### src/rtl/pwm_pkg.sv
// pwm_pkg: constants and types shared by the PWM generator and the PWM decoder
package pwm_pkg;
    localparam int          PWM_PERIOD = 2048;
    localparam logic [10:0] NONOVERLAP = 11'h040;

    typedef logic [11:0] meas_t;
    localparam meas_t MEAS_MAX = 12'hfff;

    typedef enum logic [1:0] {IDLE, HIGH, LOW} state_t;

    function automatic meas_t sat_inc(input meas_t v);
        return (v == MEAS_MAX) ? v : v + 12'd1;
    endfunction
endpackage

### src/rtl/pwm_sync_edge.sv
// pwm_sync_edge: synchronizes one asynchronous input and flags its rising and falling edges
module pwm_sync_edge #(
    parameter int STAGES = 2
) (
    input  logic clk,
    input  logic rst_n,
    input  logic raw,
    output logic level,
    output logic rise,
    output logic fall
);
    logic [STAGES-1:0] sync;
    logic              hist;

    // shift the raw input through the synchronizer, then keep one cycle of history
    always_ff @(posedge clk or negedge rst_n) begin
        if (!rst_n) begin
            sync <= '0;
            hist <= 1'b0;
        end else begin
            sync <= {sync[STAGES-2:0], raw};
            hist <= sync[STAGES-1];
        end
    end

    assign level = sync[STAGES-1];
    assign rise  = level & ~hist;
    assign fall  = ~level & hist;
endmodule

### src/rtl/pwm_decode.sv
// pwm_decode: measures PWM1 high time and period in clk cycles and flags PWM1/PWM2 overlap
module pwm_decode
    import pwm_pkg::*;
#(
    parameter int    SYNC_STAGES = 2,
    parameter meas_t TIMEOUT     = 12'd4095
) (
    input  logic        clk,
    input  logic        rst_n,
    input  logic        PWM1,
    input  logic        PWM2,
    input  logic        clr_err,
    output logic [11:0] duty_meas,
    output logic [11:0] period_meas,
    output logic        meas_vld,
    output logic        stale,
    output logic        ovlp_err
);
    logic   p1_level, p1_rise, p1_fall;
    logic   p2_level, p2_rise, p2_fall;
    logic   unused_p2;
    logic   rise_q, fall_q;
    state_t state, state_nxt;
    meas_t  cnt, high_cnt;
    logic   start, grab, load, expire;

    pwm_sync_edge #(.STAGES(SYNC_STAGES)) u_sync1 (
        .clk  (clk),
        .rst_n(rst_n),
        .raw  (PWM1),
        .level(p1_level),
        .rise (p1_rise),
        .fall (p1_fall)
    );

    pwm_sync_edge #(.STAGES(SYNC_STAGES)) u_sync2 (
        .clk  (clk),
        .rst_n(rst_n),
        .raw  (PWM2),
        .level(p2_level),
        .rise (p2_rise),
        .fall (p2_fall)
    );

    assign unused_p2 = p2_rise | p2_fall;

    // register PWM1 edges so the FSM sees them one cycle after detection
    always_ff @(posedge clk or negedge rst_n) begin
        if (!rst_n) begin
            rise_q <= 1'b0;
            fall_q <= 1'b0;
        end else begin
            rise_q <= p1_rise;
            fall_q <= p1_fall;
        end
    end

    // FSM state register
    always_ff @(posedge clk or negedge rst_n) begin
        if (!rst_n) state <= IDLE;
        else        state <= state_nxt;
    end

    // FSM next state: awaited edge wins over the timeout, unexpected edges are ignored
    always_comb begin
        state_nxt = state;
        case (state)
            IDLE:    state_nxt = rise_q ? HIGH : IDLE;
            HIGH:    state_nxt = fall_q ? LOW  : (cnt >= TIMEOUT) ? IDLE : HIGH;
            LOW:     state_nxt = rise_q ? HIGH : (cnt >= TIMEOUT) ? IDLE : LOW;
            default: state_nxt = IDLE;
        endcase
    end

    // FSM outputs: datapath strobes decoded from state and edges
    always_comb begin
        start  = rise_q && (state == IDLE || state == LOW);
        grab   = fall_q && (state == HIGH);
        load   = rise_q && (state == LOW);
        expire = (cnt >= TIMEOUT) && ((state == HIGH && !fall_q) || (state == LOW && !rise_q));
    end

    // counters and measurement registers; a timeout reports the stuck level instead of a period
    always_ff @(posedge clk or negedge rst_n) begin
        if (!rst_n) begin
            cnt         <= '0;
            high_cnt    <= '0;
            duty_meas   <= '0;
            period_meas <= '0;
            meas_vld    <= 1'b0;
            stale       <= 1'b1;
        end else begin
            cnt         <= start ? 12'd1 : (state == IDLE) ? cnt : sat_inc(cnt);
            high_cnt    <= grab ? cnt : high_cnt;
            duty_meas   <= load ? high_cnt : expire ? {12{p1_level}} : duty_meas;
            period_meas <= load ? cnt : expire ? 12'd0 : period_meas;
            meas_vld    <= load;
            stale       <= load ? 1'b0 : expire ? 1'b1 : stale;
        end
    end

    // sticky overlap flag; a fresh overlap beats a simultaneous clear
    always_ff @(posedge clk or negedge rst_n) begin
        if (!rst_n)                 ovlp_err <= 1'b0;
        else if (p1_level & p2_level) ovlp_err <= 1'b1;
        else if (clr_err)           ovlp_err <= 1'b0;
    end
endmodule

### config.mk
export PLATFORM = sky130hd
export DESIGN_NAME = pwm_decode
export DESIGN_NICKNAME = d
export VERILOG_FILES = /design/src/rtl/pwm_pkg.sv /design/src/rtl/pwm_sync_edge.sv /design/src/rtl/pwm_decode.sv
export SDC_FILE = /design/constraint.sdc
export NUM_CORES = 1
export LEC_CHECK = 0
export CORE_ASPECT_RATIO = 0.9
export CORE_MARGIN = 3
export CORE_UTILIZATION = 55
export DETAILED_ROUTE_END_ITERATION = 8
export DONT_BUFFER_PORTS = 1
export HOLD_SLACK_MARGIN = 0.02
export MAX_ROUTING_LAYER = met4
export PLACE_DENSITY = 0.7
export SLEW_MARGIN = 20
export SYNTH_ARGS = -nofsm -noshare
export SYNTH_HDL_FRONTEND = slang
export SYNTH_SLANG_ARGS = --single-unit
### constraint.sdc
create_clock -name clk -period 5.7 [get_ports clk]
set_input_delay 0.57 -clock clk [delete_from_list [all_inputs] [get_ports clk]]
set_output_delay 0.57 -clock clk [all_outputs]
set_load 0.02 [all_outputs]
==> qor.txt <==
status - finished clean
antenna-violating nets left - 0
share of post-route cells with drive strength above 1 - 0.2042
fin util - 0.6459
final HPWL from detailed placement - 3044 µm
vias in the first global route - 1,551
CTS Root Cell - clkbuf_8
worst vdd ir - 247.7 µV
final setup skew - 9.186 ps
Hold Path Class - primary input to async pin
first-pass GRT wire length - 8079 µm
Synth area leader - dfrtp_1
die height - 69.25 µm
largest net degree at the start of global routing - 60
Iter 0 DRT Violations - 107
Yosys Warn Count - 0
Period minus WS final - 2177 ps
crit-path cells - ha_1 > nand3_4 > nor4_4 > and4b_1 > a221o_1
Die Span X - 76.28 µm
Post-synth EDFFs - 0
Post-synth top flop - dfrtp_1
1st-pass router iterations - 4
Final Hold Viols - 0
multi-input logic area - 879.6 µm²
H-tree Lvls - 3
drt drc - 0
fin cells - 251
antenna violations before repair - 0
core area - 0.004184 mm²
PwrDens - 413.2 mW/mm²
placed inst area - 0.002460 mm²
Sum Neg Setup Slack - 0 ps
Via-to-Cell Ratio - 6.171
WS Path Type - register to register
final setup violation count - 0
io pins - 32
Yosys reg bits - 60
register area - 0.001503 mm²
total track usage - 0.2080
synth cell count leaders - 59 x dfrtp_1, 12 x a221o_1, 12 x a22o_1
most numerous cell in the Yosys netlist - dfrtp_1
Max Freq - 459.3 MHz
syn_nets - 191
Leak - 1.238 nW
Skew-Pair Late Insertion Delay - 340 ps
Area Overhead vs Synth - 10.54%
final weighted congestion in routability-driven placement - 0.8371
startpoint types - register
Post-Syn Area - 0.002445 mm²
Max Cap Viol - 0
Pins Over Slew Limit - 0
endpoint type of the worst setup path - register
die area - 0.005282 mm²
total global routing overflow - 0
Worst-Margin Slew - 692.4 ps
row cnt - 22
Synth area leaders - dfrtp_1 60%, mux2_2 5.1%, a221o_1 4.9%, a22o_1 4.3%, a21oi_1 1.6%
Synth async-reset ratio - 1.000
Post-Synthesis Cells - 185
crit share post-route - 0.3820
Clock Sink Count - 60
worst r2r src - cnt[1]
slowest library cell on the worst path - and4b_1
vias - 1,549
CP required - 5960 ps
Arr. time, crit path - 2440 ps
Ant. Diodes - 0
Setup crit start - cnt[1]
routed len/inst - 19.04 µm
Finished Cell Area - 0.002703 mm²
Post-CTS Setup Bufs - 0
largest stage delay on the critical path - 590 ps
nets - 192
initial core utilization - 0.5843
cts bufs inserted - 9
Longest Clk Path Bufs - 2
Synth top area share - 0.6039
IO Port Bufs - 0
number of fill cells - 337
CP bufs+invs - 0
Crit Path Max Fanout - 12
Worst-path clk slew - 60 ps
WL final - 4779 µm
crit-path leading delay family - simple AND/OR/NAND/NOR gates
CTS tree - built
RSZ-0062 raised after global routing - no
Rel. slew slack - 0.5375
Min Hold Slack - 79.87 ps
library cells used by synthesis - 46
placed insts - 234
sequential area share after synthesis - 0.6146
Synth Area per Inst - 13.22 µm²
==> per-layer routing <==
metal  part of all wire  track usage  vias up
met5                  0            -        -
met4              0.017      0.07646        0
met3              0.060      0.09351       10
met2               0.48       0.2995       41
met1               0.44       0.2600      790
li1                   -            -      708
==> state kept, by name, indices dropped and copies added, names as in the netlist <==
signal and flops:
rise_q 1, ovlp_err 1, u_sync1.hist 1, duty_meas 12
u_sync1.sync 2, fall_q 1, stale 1, high_cnt 12
state 2, period_meas 12, u_sync2.sync 2, cnt 12
meas_vld 1
==> path summary, 6_finish.rpt <==
kind / to / slack, ps / cells past startpoint
min: stale / 80 / 0
max: duty_meas[10] / 3520 / 5
min in group clk: u_sync2.sync[0] / 260 / 0
max reg2reg: duty_meas[10] / 3520 / 5
max in group asynchronous: high_cnt[9] / 5370 / 1
min reg2reg: u_sync1.sync[1] / 340 / 0
==> metrics by stage <==
step,setup WS (ps),total power [W]
after CTS,3344,0.001126
final,3523,0.001117
after floorplan,3903,0.0006865
after global placement,3441,0.0007132
after detailed placement,3371,0.0007206
after global routing,3398,0.001175
==> cell families (layout without fill, tap and decap cells) <==
family / after synthesis / in the layout / share of synthesized area
AO/OA/AOI/OAI: 53 / 53 / 0.1761
XOR/XNOR: 1 / 1 / 0.003583
AND/OR/NAND/NOR: 45 / 45 / 0.1208
multiplexers: 11 / 11 / 0.05067
adder cells (fa/ha/maj): 1 / 1 / 0.005117
flip-flops: 60 / 60 / 0.6146
buffers and inverters: 14 / 20 / 0.02917
==> layout make-up <==
cell class / count / share of cell area
clock inverters: 1 / 0.01111
repair buffers: 1 / 0.01019
flip-flops and latches: 60 / 0.5560
inverters: 3 / 0.004167
multi-input cells: 111 / 0.3255
clock buffers: 15 / 0.06528
well taps: 60 / 0.02778
==> cells in the final DEF, fill, tap and decap left out, drive strengths merged, types with 3 or more instances in the layout <==
cell type / n
o21ai: 8
nor2b: 3
a31oi: 3
mux2: 11
nand3: 3
clkbuf: 15
a22o: 12
o41ai: 3
dfrtp: 59
inv: 3
a221o: 12
nor2: 5
nand2: 10
or3: 3
nor3: 4
a21oi: 9
==> report_power, final <==
| group | internal, W | switching (W) | leakage (nW) | total (W) |
|---|---|---|---|---|
| registers | 0.000487 | 0.0000902 | 0.799 | 0.000577 |
| clock network | 0.000238 | 0.000155 | 0.104 | 0.000393 |
| logic | 0.0000748 | 0.0000719 | 0.335 | 0.000147 |
| total | 0.000800 | 0.000317 | 1.24 | 0.00112 |
==> repair_timing <==
action	in CTS	in global routing
resized for setup	0	0
hold buffers	1	0
hold endpoints to repair	59	0
Note: power is estimated with default switching activity, not from simulation.
